## src/rtl/l2_request_arbiter_pkg.sv

```systemverilog
// Shared types and sizing for the L2 request arbiter and its neighbours.
// Holds the request packet layout, default core count and FIFO depth,
// and a helper that sizes requester index fields (never narrower than 1 bit).
package l2_request_arbiter_pkg;

  localparam int NUM_CORES         = 4;
  localparam int L2_ARB_FIFO_DEPTH = 4;

  // Index width for N requesters; a single requester still needs one bit.
  function automatic int idx_width(input int n);
    return (n > 1) ? $clog2(n) : 1;
  endfunction

  localparam int L2_REQ_IDX_W = idx_width(NUM_CORES);

  typedef logic [L2_REQ_IDX_W-1:0] l2_requester_idx_t;

  typedef enum logic [2:0] {
    L2REQ_LOAD       = 3'd0,
    L2REQ_STORE      = 3'd1,
    L2REQ_WRITEBACK  = 3'd2,
    L2REQ_FLUSH      = 3'd3,
    L2REQ_LOAD_SYNC  = 3'd4,
    L2REQ_STORE_SYNC = 3'd5,
    L2REQ_IINVALIDATE = 3'd6,
    L2REQ_DINVALIDATE = 3'd7
  } l2req_type_t;

  typedef struct packed {
    l2req_type_t packet_type;
    logic [3:0]  id;
    logic [25:0] address;
    logic [3:0]  store_mask;
    logic [31:0] data;
  } l2req_packet_t;

endpackage

```

## src/rtl/l2_request_arbiter_if.sv

```systemverilog
// Bundle of core request ports, restart port and the selected-request output.
// master = request sources plus downstream pipeline; slave = the arbiter.
// l2_ready is per core and depends only on arbiter-internal registers.
interface l2_request_arbiter_if
  import l2_request_arbiter_pkg::*;
#(
  parameter int NUM_REQUESTERS = NUM_CORES
) ();
  localparam int IDX_W = idx_width(NUM_REQUESTERS);

  logic [NUM_REQUESTERS-1:0] l2i_request_valid;
  l2req_packet_t             l2i_request [NUM_REQUESTERS];
  logic [NUM_REQUESTERS-1:0] l2_ready;
  logic                      restart_valid;
  l2req_packet_t             restart_request;
  logic                      pipe_stall;
  logic                      arb_request_valid;
  l2req_packet_t             arb_request;
  logic                      arb_is_restart;
  logic [IDX_W-1:0]          arb_requester;

  modport master (
    output l2i_request_valid, l2i_request, restart_valid, restart_request, pipe_stall,
    input  l2_ready, arb_request_valid, arb_request, arb_is_restart, arb_requester
  );

  modport slave (
    input  l2i_request_valid, l2i_request, restart_valid, restart_request, pipe_stall,
    output l2_ready, arb_request_valid, arb_request, arb_is_restart, arb_requester
  );
endinterface

```

## src/rtl/l2_request_arbiter_rr_arbiter.sv

```systemverilog
// Round-robin arbiter: one-hot grant to the first request at or after the pointer.
// Latency: combinational grant; the pointer moves on the edge an update is enabled.
// Backpressure: pointer holds whenever i_update_lru is low or nothing requests.
module rr_arbiter
  import l2_request_arbiter_pkg::*;
#(
  parameter int NUM_REQUESTERS = NUM_CORES
) (
  input  logic                                  clk,
  input  logic                                  reset,
  input  logic [NUM_REQUESTERS-1:0]             i_request,
  input  logic                                  i_update_lru,
  output logic [NUM_REQUESTERS-1:0]             o_grant,
  output logic [idx_width(NUM_REQUESTERS)-1:0]  o_grant_idx
);
  localparam int N  = NUM_REQUESTERS;
  localparam int IW = idx_width(NUM_REQUESTERS);
  localparam logic [N-1:0]  REQ_ONE = 1;
  localparam logic [IW-1:0] PTR_ONE = 1;
  localparam logic [IW-1:0] PTR_MAX = IW'(N - 1);

  logic [IW-1:0]  r_ptr;
  logic [2*N-1:0] w_req_dbl;
  logic [2*N-1:0] w_gnt_dbl;
  logic [N-1:0]   w_req_rot;
  logic [N-1:0]   w_gnt_rot;

  // Rotate so the pointer position sits at bit 0, isolate the lowest set bit,
  // then rotate the one-hot result back into requester order.
  assign w_req_dbl = {i_request, i_request} >> r_ptr;
  assign w_req_rot = w_req_dbl[N-1:0];
  assign w_gnt_rot = w_req_rot & (~w_req_rot + REQ_ONE);
  assign w_gnt_dbl = {w_gnt_rot, w_gnt_rot} << r_ptr;
  assign o_grant   = w_gnt_dbl[2*N-1:N];

  // Encode the one-hot grant into a requester index.
  always_comb begin
    o_grant_idx = '0;
    for (int i = 0; i < N; i++) begin
      if (o_grant[i]) o_grant_idx = IW'(i);
    end
  end

  // Pointer moves just past the winner so the winner becomes lowest priority.
  always_ff @(posedge clk or posedge reset) begin
    if (reset) begin
      r_ptr <= '0;
    end else if (i_update_lru && (|i_request)) begin
      r_ptr <= (o_grant_idx == PTR_MAX) ? '0 : o_grant_idx + PTR_ONE;
    end
  end

endmodule

```

## src/rtl/sync_fifo.sv

```systemverilog
// Generic synchronous FIFO, DEPTH a power of two.
// Latency: a pushed entry is visible at o_dat the cycle after the push edge.
// Backpressure: push ignored when full, pop ignored when empty; o_full is registered.
module sync_fifo #(
  parameter type data_t = logic,
  parameter int  DEPTH  = 4
) (
  input  logic  clk,
  input  logic  reset,
  input  logic  i_push,
  input  data_t i_dat,
  input  logic  i_pop,
  output data_t o_dat,
  output logic  o_empty,
  output logic  o_full
);
  localparam int AW = $clog2(DEPTH);
  localparam logic [AW-1:0] PTR_ONE = 1;
  localparam logic [AW:0]   CNT_ONE = 1;
  localparam logic [AW:0]   CNT_MAX = DEPTH;

  data_t         r_mem [DEPTH];
  logic [AW-1:0] r_wr_ptr;
  logic [AW-1:0] r_rd_ptr;
  logic [AW:0]   r_count;
  logic          w_push;
  logic          w_pop;

  assign o_empty = (r_count == '0);
  assign o_full  = (r_count == CNT_MAX);
  assign w_push  = i_push & ~o_full;
  assign w_pop   = i_pop & ~o_empty;
  assign o_dat   = r_mem[r_rd_ptr];

  // Pointer and occupancy bookkeeping; push+pop together leaves the count unchanged.
  always_ff @(posedge clk or posedge reset) begin
    if (reset) begin
      r_wr_ptr <= '0;
      r_rd_ptr <= '0;
      r_count  <= '0;
    end else begin
      if (w_push) r_wr_ptr <= r_wr_ptr + PTR_ONE;
      if (w_pop)  r_rd_ptr <= r_rd_ptr + PTR_ONE;
      case ({w_push, w_pop})
        2'b10:   r_count <= r_count + CNT_ONE;
        2'b01:   r_count <= r_count - CNT_ONE;
        default: r_count <= r_count;
      endcase
    end
  end

  // Storage write; contents need no reset since occupancy gates every read.
  always_ff @(posedge clk) begin
    if (w_push) r_mem[r_wr_ptr] <= i_dat;
  end

endmodule

```

## src/rtl/l2_request_arbiter.sv

```systemverilog
// L2 input stage: per-core request FIFOs, restart-first then round-robin selection.
// Latency: 2 cycles from accepted request to registered arb_request_valid.
// Backpressure: l2_ready per core from FIFO fullness; pipe_stall freezes output, pops and pointer.
module l2_request_arbiter
  import l2_request_arbiter_pkg::*;
#(
  parameter int NUM_REQUESTERS = NUM_CORES,
  parameter int FIFO_DEPTH     = L2_ARB_FIFO_DEPTH
) (
  input logic                 clk,
  input logic                 reset,
  l2_request_arbiter_if.slave arb_if
);
  localparam int N  = NUM_REQUESTERS;
  localparam int IW = idx_width(NUM_REQUESTERS);

  logic [N-1:0]  w_push;
  logic [N-1:0]  w_pop;
  logic [N-1:0]  w_empty;
  logic [N-1:0]  w_full;
  logic [N-1:0]  w_nonempty;
  logic [N-1:0]  w_grant;
  logic [IW-1:0] w_grant_idx;
  l2req_packet_t w_head [N];
  l2req_packet_t w_sel_pkt;
  logic          w_advance;
  logic          w_core_sel;

  logic          r_arb_vld;
  l2req_packet_t r_arb_pkt;
  logic          r_arb_is_restart;
  logic [IW-1:0] r_arb_requester;

  // A restart pre-empts every core; cores only win when the pipe advances.
  assign w_advance  = ~arb_if.pipe_stall;
  assign w_nonempty = ~w_empty;
  assign w_core_sel = w_advance & ~arb_if.restart_valid & (|w_nonempty);
  assign w_pop      = w_grant & {N{w_core_sel}};

  // Ready comes straight from registered FIFO occupancy.
  assign arb_if.l2_ready = ~w_full;

  for (genvar g = 0; g < N; g++) begin : g_core
    assign w_push[g] = arb_if.l2i_request_valid[g] & ~w_full[g];

    sync_fifo #(
      .data_t (l2req_packet_t),
      .DEPTH  (FIFO_DEPTH)
    ) u_fifo (
      .clk     (clk),
      .reset   (reset),
      .i_push  (w_push[g]),
      .i_dat   (arb_if.l2i_request[g]),
      .i_pop   (w_pop[g]),
      .o_dat   (w_head[g]),
      .o_empty (w_empty[g]),
      .o_full  (w_full[g])
    );
  end

  rr_arbiter #(
    .NUM_REQUESTERS (N)
  ) u_rr (
    .clk          (clk),
    .reset        (reset),
    .i_request    (w_nonempty),
    .i_update_lru (w_core_sel),
    .o_grant      (w_grant),
    .o_grant_idx  (w_grant_idx)
  );

  // Head packet of the granted FIFO.
  always_comb begin
    w_sel_pkt = '0;
    for (int i = 0; i < N; i++) begin
      if (w_grant[i]) w_sel_pkt = w_head[i];
    end
  end

  // Output register: holds under stall, restart first, else round-robin winner.
  always_ff @(posedge clk or posedge reset) begin
    if (reset) begin
      r_arb_vld        <= 1'b0;
      r_arb_pkt        <= '0;
      r_arb_is_restart <= 1'b0;
      r_arb_requester  <= '0;
    end else if (w_advance) begin
      if (arb_if.restart_valid) begin
        r_arb_vld        <= 1'b1;
        r_arb_pkt        <= arb_if.restart_request;
        r_arb_is_restart <= 1'b1;
        r_arb_requester  <= '0;
      end else if (w_core_sel) begin
        r_arb_vld        <= 1'b1;
        r_arb_pkt        <= w_sel_pkt;
        r_arb_is_restart <= 1'b0;
        r_arb_requester  <= w_grant_idx;
      end else begin
        r_arb_vld        <= 1'b0;
        r_arb_is_restart <= 1'b0;
        r_arb_requester  <= '0;
      end
    end
  end

  assign arb_if.arb_request_valid = r_arb_vld;
  assign arb_if.arb_request       = r_arb_pkt;
  assign arb_if.arb_is_restart    = r_arb_is_restart;
  assign arb_if.arb_requester     = r_arb_requester;

endmodule

```

## src/flat_wrapper.sv

```systemverilog
// flat-port wrapper written by rule: the top's interface ports become plain ports
module l2_request_arbiter_flat import l2_request_arbiter_pkg::*;
#(
  parameter int NUM_REQUESTERS = NUM_CORES,
  parameter int FIFO_DEPTH     = L2_ARB_FIFO_DEPTH
)
  (clk, reset, arb_if_l2i_request_valid, arb_if_l2i_request, arb_if_restart_valid, arb_if_restart_request, arb_if_pipe_stall, arb_if_l2_ready, arb_if_arb_request_valid, arb_if_arb_request, arb_if_arb_is_restart, arb_if_arb_requester);
  l2_request_arbiter_if #(.NUM_REQUESTERS(NUM_REQUESTERS)) arb_if_i ();
  input logic clk;
  input logic reset;
  input wire logic [$bits(arb_if_i.l2i_request_valid)-1:0] arb_if_l2i_request_valid;
  input wire logic [$bits(arb_if_i.l2i_request)-1:0] arb_if_l2i_request;
  input wire logic [$bits(arb_if_i.restart_valid)-1:0] arb_if_restart_valid;
  input wire logic [$bits(arb_if_i.restart_request)-1:0] arb_if_restart_request;
  input wire logic [$bits(arb_if_i.pipe_stall)-1:0] arb_if_pipe_stall;
  output wire logic [$bits(arb_if_i.l2_ready)-1:0] arb_if_l2_ready;
  output wire logic [$bits(arb_if_i.arb_request_valid)-1:0] arb_if_arb_request_valid;
  output wire logic [$bits(arb_if_i.arb_request)-1:0] arb_if_arb_request;
  output wire logic [$bits(arb_if_i.arb_is_restart)-1:0] arb_if_arb_is_restart;
  output wire logic [$bits(arb_if_i.arb_requester)-1:0] arb_if_arb_requester;
  assign arb_if_i.l2i_request_valid = arb_if_l2i_request_valid;
  assign arb_if_i.l2i_request = {>>{arb_if_l2i_request}};
  assign arb_if_i.restart_valid = arb_if_restart_valid;
  assign arb_if_i.restart_request = arb_if_restart_request;
  assign arb_if_i.pipe_stall = arb_if_pipe_stall;
  assign arb_if_l2_ready = arb_if_i.l2_ready;
  assign arb_if_arb_request_valid = arb_if_i.arb_request_valid;
  assign arb_if_arb_request = arb_if_i.arb_request;
  assign arb_if_arb_is_restart = arb_if_i.arb_is_restart;
  assign arb_if_arb_requester = arb_if_i.arb_requester;
  l2_request_arbiter #(.NUM_REQUESTERS(NUM_REQUESTERS), .FIFO_DEPTH(FIFO_DEPTH)) u_core (.clk(clk), .reset(reset), .arb_if(arb_if_i));
endmodule
```

## config.mk

```make
export PLATFORM = sky130hd
export DESIGN_NAME = l2_request_arbiter_flat
export DESIGN_NICKNAME = d
export VERILOG_FILES = /design/src/rtl/l2_request_arbiter_pkg.sv /design/src/rtl/l2_request_arbiter_if.sv /design/src/rtl/l2_request_arbiter_rr_arbiter.sv /design/src/rtl/sync_fifo.sv /design/src/rtl/l2_request_arbiter.sv /design/src/flat_wrapper.sv
export SDC_FILE = /design/constraint.sdc
export NUM_CORES = 1
export LEC_CHECK = 0
export ABC_AREA = 1
export BUFFER_PORTS_ARGS = -buffer_cell sky130_fd_sc_hd__buf_4
export CORE_MARGIN = 10
export CORE_UTILIZATION = 29
export CTS_BUF_LIST = sky130_fd_sc_hd__clkbuf_16
export CTS_CLUSTER_SIZE = 8
export DETAILED_ROUTE_END_ITERATION = 16
export PLACE_DENSITY = 0.53
export SLEW_MARGIN = 10
export SYNTH_ARGS = -nofsm -noshare
export SYNTH_HDL_FRONTEND = slang
export SYNTH_SLANG_ARGS = --single-unit
```

## constraint.sdc

```tcl
create_clock -name clk -period 3.8 [get_ports clk]
set_input_delay 0.19 -clock clk [delete_from_list [all_inputs] [get_ports clk]]
set_output_delay 0.19 -clock clk [all_outputs]
set_load 0.01 [all_outputs]
```

==> results of run 1 <==
-- placed cells by master, fill, tap and decap left out, types with 7 or more instances in the layout --
cell / synthesis / routed
nand2_1: 656 / 655
o22ai_1: 207 / 207
diode_2: 0 / 25
xor2_1: 16 / 16
nor2_1: 716 / 700
a21oi_1: 77 / 77
buf_12: 0 / 33
clkbuf_16: 0 / 169
nand3_1: 219 / 219
dfrtp_1: 103 / 96
a32o_1: 69 / 69
nand3_4: 3 / 7
nand3_2: 14 / 10
buf_4: 8 / 475
ha_1: 20 / 20
edfxtp_1: 1104 / 1104
inv_1: 127 / 196
o21ai_0: 422 / 422
inv_4: 1 / 8
nor2_4: 5 / 21
dlygate4sd3_1: 0 / 364
-- how the worst min path moves through the flow --
| stage | startpoint | end |
|---|---|---|
| 3_5_place_dp | reset | u_core.g_core[1].u_fifo.r_wr_ptr[0]$_DFFE_PP0P_ |
| 5_1_grt | arb_if_l2i_request[90] | u_core.g_core[2].u_fifo.r_mem[0][21]$_DFFE_PP_ |
| 2_1_floorplan | arb_if_l2i_request[207] | u_core.g_core[0].u_fifo.r_mem[0][0]$_DFFE_PP_ |
| 3_3_place_gp | reset | u_core.g_core[1].u_fifo.r_wr_ptr[0]$_DFFE_PP0P_ |
| 6_report | reset | u_core.g_core[1].u_fifo.r_rd_ptr[0]$_DFFE_PP0P_ |
| 4_1_cts | reset | u_core.g_core[1].u_fifo.r_rd_ptr[0]$_DFFE_PP0P_ |
-- flip-flops by register name, summed over array words and instances (netlist names) --
signal / cells
u_core.g_core.u_fifo.r_mem: 1104
u_core.arb_if.arb_request: 69
u_core.g_core.u_fifo.r_count: 12
u_core.g_core.u_fifo.r_rd_ptr: 8
u_core.g_core.u_fifo.r_wr_ptr: 8
u_core.arb_if.arb_requester: 2
u_core.u_rr.r_ptr: 2
u_core.arb_if.arb_is_restart: 1
u_core.arb_if.arb_request_valid: 1
-- cells by family after synthesis --
logic type,after synthesis
AOI/OAI and AO/OA,779
xor gates and xnor gates,20
adders and majority gates,24
buffers and inverters,388
DFF,1207
and+or+nand+nor,1622
-- critical path, cell delays in order, from the launching register on --
cell,delay [ns]
dfrtp_1,0.67
inv_4,0.17
nand3_2,0.15
nand2_4,0.09
nand2_2,0.12
o21ai_2,0.08
nand2_2,0.10
buf_4,0.66
nand3_1,0.27
nand2_1,0.23
inv_1,0.06
nand2_1,0.09
nand2_1,0.06
nand2_1,0.06
dlygate4sd3_1,0.57
-- layer usage --
metal	part of all wire, %	up-vias	wire [um]	GRT usage, %
met2	48	988	76500	27.2
met3	5.4	298	8620	3.24
li1	-	16000	-	-
met1	42	16900	67100	21.3
met5	0.13	-	210	0
met4	4.2	34	6730	7.34
-- Yosys cell counts, types with 3 or more instances --
cell type | number | area (um2)
a21oi_1 | 77 | 385
a32o_1 | 69 | 691
buf_1 | 6 | 22.5
buf_2 | 57 | 285
buf_4 | 8 | 60.1
buf_6 | 4 | 45.0
clkbuf_1 | 184 | 691
dfrtp_1 | 103 | 2580
edfxtp_1 | 1104 | 33200
fa_1 | 4 | 80.1
ha_1 | 20 | 250
inv_1 | 127 | 477
nand2_1 | 656 | 2460
nand2_2 | 4 | 25.0
nand3_1 | 219 | 1100
nand3_2 | 14 | 140
nand3_4 | 3 | 52.6
nor2_1 | 716 | 2690
nor2_4 | 5 | 56.3
o21ai_0 | 422 | 2110
o22ai_1 | 207 | 1290
xnor2_1 | 4 | 35.0
xor2_1 | 16 | 140
-- through the flow --
| step | setup TNS [ns] | utilization [%] | hold slack (ns) | total power [mW] |
|---|---|---|---|---|
| global route | 0 | 38.0 | 0.113 | 54.2 |
| floorplan | -403.41 | - | 0.289 | 29.7 |
| finish | 0 | 38.0 | 0.0849 | 51.2 |
| global placement | 0 | 32.9 | 0.385 | 37.4 |
| detailed placement | 0 | 32.9 | 0.388 | 37.5 |
| CTS | 0 | 37.9 | 0.0381 | 51.8 |
-- area by class of cell --
cell class / count / area [um2]
diodes: 25 / 62.6
clock buffers: 169 / 4230
clock inverters: 95 / 632
fillers: 16100 / 104000
inverters: 129 / 509
multi-input cells: 2445 / 11800
flip-flops and latches: 1207 / 35700
well taps: 2204 / 2760
repair buffers: 872 / 7870
-- power by group through the flow --
stage / clock network [mW] / logic, mW / registers, mW
6_report: 13.8 / 18.8 / 18.7
5_1_grt: 14.6 / 20.6 / 18.9
4_1_cts: 14.1 / 19.0 / 18.7
3_5_place_dp: 0 / 18.6 / 18.9
3_3_place_gp: 0 / 18.5 / 18.9
2_1_floorplan: 0 / 10.9 / 18.8
-- repair_timing --
item                                     CTS  global route
hold endpoints to repair                1228             0
hold buffers                             364             0
setup buffers                              0             0
endpoints found under the setup margin     0             0
==> results by group, run 1 <==
Status
  • Status: complete, no violations

Synthesis
  • Largest family of logic cells by synthesized area: simple AND/OR/NAND/NOR gates
  • Syn_nets: 4417
  • Post-Synth XOR/XNOR Area: less than 1%
  • Synth Area in Adders: less than 1%
  • Post-synthesis average cell area: around 12 um2
  • Cells after Synth: 4040
  • Ys Warns: 0
  • Post-synth EDFFs: roughly 1100
  • Register area share after synthesis: between 70% and 80%
  • Synth Cell Area: 48900 um2
  • Post-synth top flop: edfxtp_1
  • Synthesized flop and latch total: 1207
  • Post-Synth Simple-Gate Area: between 10% and 20%
  • Yosys cell types: 34
  • Mux contribution to synthesized area: 0%
  • Post-synth ARST share: under 10%
  • Synth Area in Compound Gates: 9.23%

Power and ir drop
  • Int Pwr: between 30 and 40 mW
  • Switching pwr: approximately 20 mW
  • Pwr per Cell Area: between 800 and 900 nW/um2
  • Clock power share: between 20% and 30%
  • Seq pwr share: 36.5%
  • Switching share of power: 39.0%
  • Worst vdd ir: ~760 uV
  • Comb power frac: between 30% and 40%
  • Leakage power: about 24 nW

Setup path
  • Crit path kind: flop to flop
  • CP Data Arrival Time: about 4.2 ns
  • Worst reg2reg setup slack: 0.30 ns
  • Max FO, Critical Path: 69
  • RR Endpoint: u_core.arb_if.arb_request[58]$_DFFE_PP0P_
  • CP startpoint: u_core.u_rr.r_ptr[1]$_DFFE_PP0P_
  • CP Capture Point: u_core.arb_if.arb_request[58]$_DFFE_PP0P_
  • WP data required: 4.53 ns
  • Startpoint Class: flop
  • Worst reg2reg path depth: 14
  • Crit. End Element: flop
  • Critical R2R Launch: u_core.u_rr.r_ptr[1]$_DFFE_PP0P_

Global route
  • GRT overflow: 0
  • Initial antenna violation count: between 40 and 50
  • Largest net degree at the start of global routing: approximately 140
  • Total GRT Usage: around 17%
  • First-pass GRT wire length: between 200000 and 250000 um
  • Number of global-route vias before repair: 33800

Placement
  • Setup Slack @ Placement: ~0.65 ns
  • Post-DP Area: 55000 um2
  • Buffers on Ports: ~430
  • Inst Count DP: roughly 6500
  • Post-DP HPWL: 105000 um
  • GPL Wtd Cong: between 0.8 and 0.9

Floorplanning
  • I/O pin cnt: 430
  • Core Box Area: approximately 170000 um2
  • Die Span Y: about 430 um
  • Die X-Extent: about 430 um
  • Total die area: between 150000 and 200000 um2
  • Row count: 150
  • Starting density of the core: 29.2%

Detailed routing
  • DRT Pass-1 Iters: 6
  • Via Count: 34200
  • Via-per-instance ratio: 4.79
  • Drt drc: 0
  • Antenna viol nets, final: 0
  • Wire length per cell: 22.3 um
  • DRT iter0 DRCs: 2587
  • Wirelength, routed: about 160000 um

STA
  • Fin. Hold Viols: 0
  • Max-slew violations: 0
  • RSZ-0062 raised after global routing: false
  • Final setup viols: 0
  • Max Clock Freq: approximately 0.29 GHz
  • Worst Skew: about 0.034 ns
  • Minimum clock period: roughly 3.5 ns
  • Slew headroom: about a third
  • Tightest Pin Transition: between 0.9 and 1 ns
  • Period Utilization, post-route: between 90 and 100%
  • PnR worst setup slack: 0.302 ns

Layout
  • Share of layout cells above drive strength 1: 15.5%
  • Finished Layout Cells: just over 7000
  • Area delta synth->final: 30.0%
  • Final #Nets: roughly 5200
  • Final Cell Area: between 60000 and 70000 um2

Run
  • Number of max-cap violations: 0

Clock network
  • CTS buffer count: 169
  • Clock root buffer: clkbuf_16
  • Clock sinks: roughly 1200
  • Reg clk slew, reported paths: 0.05 ns
  • H-tree levels: 4
  • CTS tree: built
  • Worst skew pair latency: roughly 0.8 ns
  • Max Root-Sink Buffers: 3
  • CTS resizes: 0

Hold path
  • HP Class: input pin to async pin
Note: power is estimated with default switching activity, not from simulation.
==> run 2: changes to the inputs <==
Settings changed: HOLD_SLACK_MARGIN from default to 0.12.
==> run 2 against run 1 <==
- sequential power about the same
- clock-buffer cell count unchanged
- maximum frequency down 0.44%
- setup slack worse by 0.015 ns
- worst hold slack better by 0.090 ns
- via count up 2.3%
- power up 0.51%
- utilization up 0.99 points
- combinational power about the same
- first-iteration DRC count up 0.58%
- non-clock buffer count up 165
- clock skew about the same
- critical path type unchanged
- largest cell class unchanged
==> results by group, run 2 (synthesized netlist as in run 1, its figures left out) <==
Placement
  • Buffers on Ports: 429
  • Post-DP HPWL: 105000 um
  • GPL Wtd Cong: 0.818
  • Post-DP Area: about 55000 um2
  • Inst Count DP: between 6000 and 7000
  • Setup Slack @ Placement: around 0.65 ns

Layout
  • Reg with most FFs: u_core.g_core.u_fifo.r_mem
  • Fillers: between 15000 and 20000
  • Final Cell Area: between 60000 and 70000 um2
  • Most common cell after layout, fill and taps aside: edfxtp_1
  • Finished Layout Cells: between 7000 and 8000
  • Final #Nets: about 5400
  • Share of layout cells above drive strength 1: between 10% and 20%
  • Area delta synth->final: 33.3%
  • Multi-input logic area: between 10000 and 15000 um2
  • Most frequent cells in the layout: edfxtp_1 (1104), nor2_1 (700), nand2_1 (655)
  • Sequential Area: ~36000 um2
  • Utilization after layout: 39.0%
  • Largest register FFs: between 1000 and 1500

Clock network
  • Clock sinks: between 1000 and 1500
  • Worst skew pair latency: between 0.8 and 0.9 ns
  • Reg clk slew, reported paths: about 0.05 ns
  • CTS buffer count: around 170
  • H-tree levels: 4
  • CTS resizes: 0
  • Max Root-Sink Buffers: 3
  • Clock root buffer: clkbuf_16
  • CTS tree: built

Power and ir drop
  • Leakage power: 24.3 nW
  • Worst vdd ir: approximately 770 uV
  • Design Power: a little over 50 mW
  • Pwr per Cell Area: a little under 800 nW/um2

Detailed routing
  • Wire length per cell: 21.9 um
  • Wirelength, routed: roughly 160000 um
  • Antenna viol nets, final: 0
  • Via-per-instance ratio: 4.79
  • DRT Pass-1 Iters: 5
  • DRT iter0 DRCs: about 2600
  • Drt drc: 0
  • Via Count: between 30000 and 40000

Global route
  • Initial antenna violation count: 50
  • GRT overflow: 0
  • Total GRT Usage: between 15 and 20%
  • Number of global-route vias before repair: ~35000
  • First-pass GRT wire length: 235000 um
  • Largest net degree at the start of global routing: between 100 and 150

Floorplanning
  • Die X-Extent: around 430 um
  • Total die area: 186000 um2
  • I/O pin cnt: 430
  • Starting density of the core: 29.2%
  • Die Span Y: about 430 um
  • Row count: 150
  • Core Box Area: 167000 um2

Setup path
  • WP data required: 4.54 ns
  • Most frequent CP cell: nand2_1
  • Crit. End Element: flop
  • Critical Path, Cell by Cell: inv_4 > nand3_2 > nand2_4 > nor2_8 > nand3_2 > nand3_4 > buf_4 > nand3_1 > nand2_1 > inv_1 > nand2_1 > nand2_1 > nand2_1 > dlygate4sd3_1
  • Top Family by Delay on Critical Path: buffers and inverters
  • Max stage delay on crit path: 0.73 ns
  • Startpoint Class: flop
  • CP bufs+invs: 4
  • CP max-delay cell: buf_4
  • Crit path kind: flop to flop
  • CP Data Arrival Time: between 4 and 5 ns
  • Max FO, Critical Path: between 60 and 70

STA
  • RSZ-0062 raised after global routing: false
  • Tightest Pin Transition: just over 1 ns
  • Final setup TNS: 0 ns
  • PnR worst setup slack: around 0.29 ns
  • Final setup viols: 0
  • Max-slew violations: 0
  • Fin. Hold Viols: 0
  • Slew headroom: roughly 32%
  • Minimum clock period: about 3.5 ns
  • Max Clock Freq: ~0.28 GHz
  • Worst hold margin: ~0.18 ns
  • Worst Skew: approximately 0.034 ns
  • Period Utilization, post-route: just over 90%

Run
  • Number of max-cap violations: 0

Hold path
  • HP Class: input pin to flop

Status
  • Status: complete, no violations
==> run 2: worst paths after layout <==
kind                                                                start                                              end  slack, ns  cells past startpoint
worst max-delay path                     u_core.u_rr.r_ptr[1]$_DFFE_PP0P_        u_core.arb_if.arb_request[20]$_DFFE_PP0P_       0.29                     14
min in group asynchronous                                           reset  u_core.g_core[1].u_fifo.r_rd_ptr[0]$_DFFE_PP0P_       0.74                      4
worst min register to register  u_core.arb_if.arb_request[65]$_DFFE_PP0P_        u_core.arb_if.arb_request[65]$_DFFE_PP0P_       0.48                      2
max in group asynchronous                                           reset        u_core.arb_if.arb_request[10]$_DFFE_PP0P_       2.11                      5
worst min-delay path                               arb_if_l2i_request[51]   u_core.g_core[3].u_fifo.r_mem[1][51]$_DFFE_PP_       0.18                      2
worst max register to register           u_core.u_rr.r_ptr[1]$_DFFE_PP0P_        u_core.arb_if.arb_request[20]$_DFFE_PP0P_       0.29                     14
==> run 2: where the power goes <==
part | switching (mW) | internal (mW) | leakage (nW)
Combinational | 13.2 | 5.82 | 10.4
Sequential | 1.13 | 17.6 | 11.3
Clock | 5.70 | 8.05 | 2.65
Total | 20.0 | 31.5 | 24.3
==> run 2: worst reg2reg max path, cell delays in order (launching register included) <==
cell	delay [ns]
dfrtp_1	0.67
inv_4	0.17
nand3_2	0.16
nand2_4	0.09
nor2_8	0.15
nand3_2	0.11
nand3_4	0.10
buf_4	0.74
nand3_1	0.27
nand2_1	0.18
inv_1	0.07
nand2_1	0.08
nand2_1	0.05
nand2_1	0.06
dlygate4sd3_1	0.56
==> run 2: layout make-up <==
cell class,instances,area share (%)
Antenna cell,27,0.104
Clock buffer,169,6.48
Clock inverter,95,0.969
Inverter,129,0.781
Multi-Input combinational cell,2445,18.0
Sequential cell,1207,54.8
Tap cell,2204,4.23
Timing Repair Buffer,1037,14.6
==> run 2: what timing repair did <==
action,CTS,global route
endpoints found under the hold margin,1252,0
buffers inserted,0,0
hold buffers,529,0
==> run 2: metal layers <==
metal	vias up	share of wire, %	routed length, um	global-route usage (%)
li1	16300	-	-	-
met1	17300	42	67300	21.4
met2	981	48	77300	27.4
met3	302	5.4	8650	3.22
met4	36	4.3	6930	7.65
met5	-	0.14	222	0
